File: src/rtl/stdp_kernel_lut.sv
// STDP kernel lookup: request FIFO feeding a lookup stage (L) and an output stage (O),
// with runtime-writable potentiation/depression tables.
module stdp_kernel_lut #(
    parameter int DT_W       = 8,
    parameter int OUT_W      = 24,
    parameter int DEPTH      = 32,
    parameter int FIFO_DEPTH = 4,
    parameter int TAG_W      = 4
) (
    input  logic                     clk,
    input  logic                     rst,
    input  logic                     cfg_we,
    input  logic                     cfg_sel,
    input  logic [$clog2(DEPTH)-1:0] cfg_addr,
    input  logic [OUT_W-1:0]         cfg_data,
    input  logic                     req_valid,
    output logic                     req_ready,
    input  logic                     req_sign,
    input  logic [DT_W-1:0]          req_mag,
    input  logic [TAG_W-1:0]         req_tag,
    output logic                     rsp_valid,
    input  logic                     rsp_ready,
    output logic [OUT_W-1:0]         rsp_val,
    output logic                     rsp_sign,
    output logic [TAG_W-1:0]         rsp_tag,
    output logic                     rsp_clip,
    output logic                     busy
);

    localparam int AW = $clog2(DEPTH);
    localparam int PW = $clog2(FIFO_DEPTH);
    localparam int CW = PW + 1;
    localparam int EW = 1 + DT_W + TAG_W;

    // Handshakes: a transfer happens on a rising edge where valid && ready are both high;
    // a producer holding valid keeps its payload stable until that edge.

    logic [OUT_W-1:0] plus_q  [DEPTH];
    logic [OUT_W-1:0] plus_d  [DEPTH];
    logic [OUT_W-1:0] minus_q [DEPTH];
    logic [OUT_W-1:0] minus_d [DEPTH];

    logic [EW-1:0]    fifo_q [FIFO_DEPTH];
    logic [EW-1:0]    fifo_d [FIFO_DEPTH];
    logic [PW-1:0]    wr_ptr_q, wr_ptr_d;
    logic [PW-1:0]    rd_ptr_q, rd_ptr_d;
    logic [CW-1:0]    count_q, count_d;

    logic             l_valid_q, l_valid_d;
    logic             l_sign_q, l_sign_d;
    logic [TAG_W-1:0] l_tag_q, l_tag_d;
    logic [OUT_W-1:0] l_val_q, l_val_d;
    logic             l_clip_q, l_clip_d;

    logic             o_valid_q, o_valid_d;
    logic             o_sign_q, o_sign_d;
    logic [TAG_W-1:0] o_tag_q, o_tag_d;
    logic [OUT_W-1:0] o_val_q, o_val_d;
    logic             o_clip_q, o_clip_d;

    logic             fifo_full, fifo_empty, push, pop;
    logic             o_free, l_free;
    logic [EW-1:0]    head;
    logic             head_sign;
    logic [DT_W-1:0]  head_mag;
    logic [TAG_W-1:0] head_tag;
    logic [AW-1:0]    head_idx;
    logic             head_clip;
    logic [OUT_W-1:0] head_val;

    // Table writes land at the edge; a capture on that same edge still reads the old entry.
    always_comb begin
        plus_d  = plus_q;
        minus_d = minus_q;
        if (cfg_we) begin
            if (cfg_sel) plus_d[cfg_addr]  = cfg_data;
            else         minus_d[cfg_addr] = cfg_data;
        end
    end

    always_ff @(posedge clk or negedge rst) begin
        if (!rst) begin
            for (int i = 0; i < DEPTH; i++) begin
                plus_q[i]  <= '0;
                minus_q[i] <= '0;
            end
        end else begin
            plus_q  <= plus_d;
            minus_q <= minus_d;
        end
    end

    always_comb begin
        o_free     = !o_valid_q || rsp_ready;
        l_free     = !l_valid_q || o_free;
        fifo_full  = (count_q == CW'(FIFO_DEPTH));
        fifo_empty = (count_q == '0);
        push       = req_valid && !fifo_full;
        pop        = l_free && !fifo_empty;

        head      = fifo_q[rd_ptr_q];
        head_sign = head[EW-1];
        head_mag  = head[TAG_W +: DT_W];
        head_tag  = head[TAG_W-1:0];
        head_idx  = head_mag[AW-1:0];
        head_clip = ((head_mag >> AW) != '0);
        head_val  = '0;
        if (!head_clip) head_val = head_sign ? plus_q[head_idx] : minus_q[head_idx];
    end

    always_comb begin
        fifo_d   = fifo_q;
        wr_ptr_d = wr_ptr_q;
        rd_ptr_d = rd_ptr_q;
        count_d  = count_q;
        if (push) begin
            fifo_d[wr_ptr_q] = {req_sign, req_mag, req_tag};
            wr_ptr_d         = wr_ptr_q + PW'(1);
        end
        if (pop) rd_ptr_d = rd_ptr_q + PW'(1);
        case ({push, pop})
            2'b10:   count_d = count_q + CW'(1);
            2'b01:   count_d = count_q - CW'(1);
            default: count_d = count_q;
        endcase
    end

    // L refills from the FIFO whenever it empties or hands off to O; otherwise it holds.
    always_comb begin
        l_valid_d = l_valid_q;
        l_sign_d  = l_sign_q;
        l_tag_d   = l_tag_q;
        l_val_d   = l_val_q;
        l_clip_d  = l_clip_q;
        if (l_free) l_valid_d = pop;
        if (pop) begin
            l_sign_d = head_sign;
            l_tag_d  = head_tag;
            l_val_d  = head_val;
            l_clip_d = head_clip;
        end
    end

    always_comb begin
        o_valid_d = o_valid_q;
        o_sign_d  = o_sign_q;
        o_tag_d   = o_tag_q;
        o_val_d   = o_val_q;
        o_clip_d  = o_clip_q;
        if (o_free) begin
            o_valid_d = l_valid_q;
            if (l_valid_q) begin
                o_sign_d = l_sign_q;
                o_tag_d  = l_tag_q;
                o_val_d  = l_val_q;
                o_clip_d = l_clip_q;
            end
        end
    end

    always_ff @(posedge clk or negedge rst) begin
        if (!rst) begin
            for (int i = 0; i < FIFO_DEPTH; i++) fifo_q[i] <= '0;
            wr_ptr_q  <= '0;
            rd_ptr_q  <= '0;
            count_q   <= '0;
            l_valid_q <= 1'b0;
            l_sign_q  <= 1'b0;
            l_tag_q   <= '0;
            l_val_q   <= '0;
            l_clip_q  <= 1'b0;
            o_valid_q <= 1'b0;
            o_sign_q  <= 1'b0;
            o_tag_q   <= '0;
            o_val_q   <= '0;
            o_clip_q  <= 1'b0;
        end else begin
            fifo_q    <= fifo_d;
            wr_ptr_q  <= wr_ptr_d;
            rd_ptr_q  <= rd_ptr_d;
            count_q   <= count_d;
            l_valid_q <= l_valid_d;
            l_sign_q  <= l_sign_d;
            l_tag_q   <= l_tag_d;
            l_val_q   <= l_val_d;
            l_clip_q  <= l_clip_d;
            o_valid_q <= o_valid_d;
            o_sign_q  <= o_sign_d;
            o_tag_q   <= o_tag_d;
            o_val_q   <= o_val_d;
            o_clip_q  <= o_clip_d;
        end
    end

    assign req_ready = !fifo_full;
    assign rsp_valid = o_valid_q;
    assign rsp_val   = o_val_q;
    assign rsp_sign  = o_sign_q;
    assign rsp_tag   = o_tag_q;
    assign rsp_clip  = o_clip_q;
    assign busy      = !fifo_empty || l_valid_q || o_valid_q;

endmodule

File: config.mk
export PLATFORM = sky130hd
export DESIGN_NAME = stdp_kernel_lut
export DESIGN_NICKNAME = d
export VERILOG_FILES = /design/src/rtl/stdp_kernel_lut.sv
export SDC_FILE = /design/constraint.sdc
export NUM_CORES = 2
export LEC_CHECK = 0
export BUFFER_PORTS_ARGS = -buffer_cell sky130_fd_sc_hd__buf_4
export CAP_MARGIN = 30
export CORE_MARGIN = 2
export CORE_UTILIZATION = 55
export DETAILED_ROUTE_END_ITERATION = 6
export GPL_ROUTABILITY_DRIVEN = 1
export PLACE_DENSITY = 0.73
export SYNTH_ARGS = -nofsm -noshare
export SYNTH_HDL_FRONTEND = slang
export SYNTH_SLANG_ARGS = --single-unit
File: constraint.sdc
create_clock -name clk -period 3.35 [get_ports clk]
set_input_delay 0.1675 -clock clk [delete_from_list [all_inputs] [get_ports clk]]
set_output_delay 0.1675 -clock clk [all_outputs]
set_load 0.02 [all_outputs]
Word level (Yosys, flattened, before mapping)
Index checks and enable logic that the tools add are counted.

Register bits: 1657. Latch bits: 0. Memory bits (writable): 0. Bits in read-only memories: 0. Input port bits: 48. Logic and storage cells: 136. Memories: 0.

Add/sub/neg operators: 4. Multiply operators: 0. Div/mod/pow operators: 0. Order comparisons: 6. Equal/unequal tests: 3. Shift-type cells: 0. Muxes and demuxes: 19. Bitwise operators: 5. Reductions and logical operators: 18.

Operator list (number): $bwmux W768 (2); $bmux W24 S5 (2); $mux W24 (7); $demux W24 S5 (1); $bwmux W52 (1); $mux W13 (3); $bmux W13 S2 (1); $demux W13 S2 (1); $ge A6 B6 Y1 const B (2); $not A5 Y6 (2); $reduce_bool A8 Y1 (1); $ge A3 B3 Y1 const B (2); $lt A6 B1 Y1 const B (1); $not A2 Y3 (2); $pmux W3 S2 (1); $reduce_and A2 Y1 (3); $add A2 B1 Y2 const B (2); $logic_and A1 B1 Y1 (4); $logic_not A1 Y1 (4); $logic_or A1 B1 Y1 (4); $add A3 B1 Y3 const B (1); $eq A3 B3 Y1 const B (1); $logic_not A3 Y1 (1); $lt A3 B1 Y1 const B (1); 5 further kinds (5).

Logic depth before layout (Yosys ltp)
Depth after elaboration: 10. Mapped depth: 12.

Worst setup path after synthesis
No wires, ideal clock.

Path kind: register to register. Start point: register rd_ptr_q[0]. End point: register l_val_q[10]. Setup time: 0.122 ns. Data arrival time: 2.370 ns. Setup slack: 0.858 ns. Stages on the path, launching flop included: 11. Buffers on the path: 5. Clock period less this slack: 2.492 ns. Path through: dfrtp_1 buf_6 mux4_2 buf_6 buf_6 clkbuf_1 clkbuf_1 mux4_2 nand2_1 nand3_1 a32o_1.

Word-level cells in the longest chain between the ends: 10.

RTL lines: start: declaration (line 46) `logic [PW-1:0] rd_ptr_q, rd_ptr_d;`; start signal: assignment (line 180) `rd_ptr_q <= rd_ptr_d;`; $not A2 Y3 (not written as such) * (line 101) `head = fifo_q[rd_ptr_q];`; $bmux W13 S2 * (line 101); $mux W13 (not written as such) * (2 in series) (line 101); $not A5 Y6 (not written as such) (line 108) `if (!head_clip) head_val = head_sign ? plus_q[head_idx] : minus_q[head_idx];`; $bmux W24 S5 (line 108); $mux W24 (not written as such) (2 in series) (line 108); $mux W24 (line 108); $mux W24 * (line 108); end signal: assignment (line 185) `l_val_q <= l_val_d;`; end: declaration (line 52) `logic [OUT_W-1:0] l_val_q, l_val_d;`.

Mark *: on every way between the ends. The rest lies on a longest branch, timed or not. The select of a mux whose other input is x is not followed. A chain may end at the register's enable or synchronous reset.

Worst setup path in the final report
Start point: register rd_ptr_q[0]. End point: register l_val_q[21].

Same word-level chain as after synthesis.

==> flow_summary.json <==
{
  "status": "finished clean",
  "worst_setup_path_end_kind": "flop",
  "nNetsFinal": 6174,
  "pwr-share-seq_pct": 30.4,
  "peakVddDrop_mv": 0.936,
  "globalplace.congestion": 0.906,
  "fin_crit_sh_pct": 99.6,
  "synth_largest_area_cell": "dfrtp_1",
  "htreeDepth": 4,
  "path_clk_slew_ns": 0.06,
  "wl_met1_mm": 89.2,
  "synth_most_common_cell": "dfrtp_1",
  "fp-row-count": 136,
  "ys_ff_latch": 1657,
  "power.total_mw": 81.2,
  "antenna_left": 0,
  "synth_edf_count": 0,
  "dp_hpwl_mm": 126,
  "numCtsBuffers": 166,
  "syn_to_final_growth_pct": 13.0,
  "crit_path_max_fanout": 66,
  "grt_antenna_before_repair": 8,
  "clk_path_buf_depth": 3,
  "wirelength_mm": 210,
  "drcViolationCount": 0,
  "cp-startpoint": "rd_ptr_q[0]",
  "wl_per_cell_um": 26.1,
  "max_cap_violations": 0,
  "hold_violations": 0,
  "reg2reg_slack_ns": 0.01,
  "crit_type": "reg -> reg",
  "start_util_pct": 55.4,
  "synth_cell_types": 49,
  "die_area_um2": 141000,
  "hp-start": "cfg_addr[1]",
  "yosys_warnings": 0,
  "netlist.area_leader.share_pct": 54.5,
  "cp.arrival_ns": 4.02,
  "ys.flop_type": "dfrtp_1",
  "r2r_start": "rd_ptr_q[0]",
  "synth_nets": 6202,
  "power_density_nw_per_um2": 944,
  "gr-total-overflow": 0,
  "synthesis.area_um2": 76100,
  "p_leak_nw": 39.8,
  "grt_usage_pct": 29.9,
  "hold_path.class": "in -> reg",
  "die_h_um": 376,
  "met2_wirelength_mm": 95.9,
  "cts_tree": "done",
  "io_buffers": 80,
  "drv_slew": 0,
  "grt_pass1_wl_mm": 322,
  "cts.root.buffer_cell": "clkbuf_16",
  "worstMarginPinSlew_ns": 0.999,
  "num_io_pins": 81,
  "min_path_cells": 4,
  "die_x_um": 376,
  "clock_latency_ns": 0.82,
  "cp-start-kind": "flop",
  "synth_commonest_cells": "dfrtp_1 (1657), mux2_2 (1598), nand2_1 (868)",
  "ys_seq_area_share_pct": 54.5,
  "via_per_inst": 6.33,
  "finalClockSkew_ns": 0.0313,
  "highest_layer": "met5",
  "pwr-share-clk_pct": 23.5,
  "p_sw_mw": 33.1,
  "netlist_top_cells_area": "dfrtp_1 (54%), mux2_2 (24%), nand2_1 (4.3%), mux2i_1 (2.9%), clkbuf_1 (2.4%)",
  "drt_first_iter_violations": 4993,
  "cp.required_ns": 4.03,
  "first_global_vias": 51685,
  "avgSynthCellArea_um2": 12.4,
  "dr_total_vias": 50965,
  "grt_max_degree": 144,
  "worstRegToRegCells": 10,
  "setup_viol": 0,
  "drive_above_1_share_pct": 38.2,
  "cts.sinks": 1657,
  "first_pass_iters": 7,
  "wl_met3_mm": 16.6,
  "intPower_mw": 48.1,
  "fin_crit_ns": 3.34,
  "switching_share_pct": 40.8,
  "synthCells": 6148,
  "fmax_ghz": 0.300,
  "core_um2": 137000,
  "slew_headroom_pct": 33.4,
  "worst_hold_slack_ns": 0.0491,
  "combPwrFrac_pct": 46.0,
  "async_flop_share_pct": 100
}
[cell families after synthesis]
| family | count (synthesis) | synth area share [%] |
|---|---|---|
| xor gates and xnor gates | 6 | 0.0691 |
| DFF | 1657 | 54.5 |
| adders and majority gates | 6 | 0.109 |
| buffers and inverters | 625 | 3.31 |
| AOI/OAI and AO/OA | 627 | 6.06 |
| muxes | 1878 | 28.3 |
| and+or+nand+nor | 1349 | 7.66 |
[power by group through the flow]
stage / Combinational, mW / Sequential [mW] / Clock, mW
after detailed placement: 35.7 / 25.0 / 0
final: 37.3 / 24.7 / 19.1
after CTS: 36.0 / 24.7 / 19.3
after global placement: 35.4 / 24.8 / 0
after floorplan: 21.5 / 24.6 / 0
after global routing: 39.3 / 25.0 / 20.2
[layout make-up]
class                           instances  area, um^2
Fill cell                           10282       51300
Sequential cell                      1657       41500
Clock inverter                         43         505
Multi-Input combinational cell       3866       32600
Inverter                               31         116
Antenna cell                            5        12.5
Timing Repair Buffer                  398        4000
Tap cell                             1794        2240
Clock buffer                          260        5130
[placed cells by master, fill, tap and decap left out, drive strengths merged, types with 48 or more instances in the layout]
cell type / n
dfrtp: 1657
mux2: 1598
nand2: 868
buf: 359
clkbuf: 260
mux2i: 221
nand3: 200
a31oi: 169
and2: 152
a211oi: 144
nor2: 79
mux4: 59
a311oi: 48
a21oi: 48
[state kept, by name (all words and copies together), names as in the netlist, 3 cells and up]
| register | flops |
|---|---|
| l_tag_q | 4 |
| l_val_q | 24 |
| plus_q | 768 |
| rsp_tag | 4 |
| rsp_val | 24 |
| minus_q | 768 |
| fifo_q | 52 |
| count_q | 3 |
[critical path: stages (launching register included)]
cell and delay, ns:
dfrtp_1 0.40, mux4_4 0.74, buf_12 0.25, buf_4 0.30, mux2i_1 0.17, mux2i_1 0.09, o2111ai_1 0.33, and3_2 0.34
a31oi_1 0.08, buf_4 0.19, a32o_1 0.22
[per-layer routing]
| metal | global-route usage, % | vias to the layer above |
|---|---|---|
| met5 | 0 | - |
| met4 | 12.1 | 6 |
| met3 | 5.88 | 375 |
| met2 | 45.6 | 1891 |
| met1 | 42.2 | 26886 |
| li1 | - | 21807 |
[what timing repair did]
item,4_1_cts,5_1_grt
pin swaps,0,1
endpoints found under the setup margin,9,20
buffers inserted,0,2
gates resized for setup,8,34
hold endpoints to repair,1412,0
gates cloned,0,0
hold buffers,40,0
[final timing paths]
path | endpoint
worst max-delay path | l_val_q[21]
worst min register to register | plus_q[320]
worst min-delay path | minus_q[580]
worst max register to register | l_val_q[21]
max in group asynchronous | wr_ptr_q[0]
min in group asynchronous | minus_q[431]
[per-stage QoR]
stage	std cells	area, um^2	utilization, %	setup TNS [ns]	worst slack, ns
6_report	8054	86000	62.6	0	0.0136
5_1_grt	8049	86000	62.6	-0.0112	-0.0112
4_1_cts	8047	85800	62.5	0	0.0296
3_5_place_dp	7704	79700	58.0	-0.475	-0.186
3_3_place_gp	7703	79700	58.0	-0.729	-0.388
2_1_floorplan	6148	76100	-	0	0.858
Power figures use the tool's default switching activity.
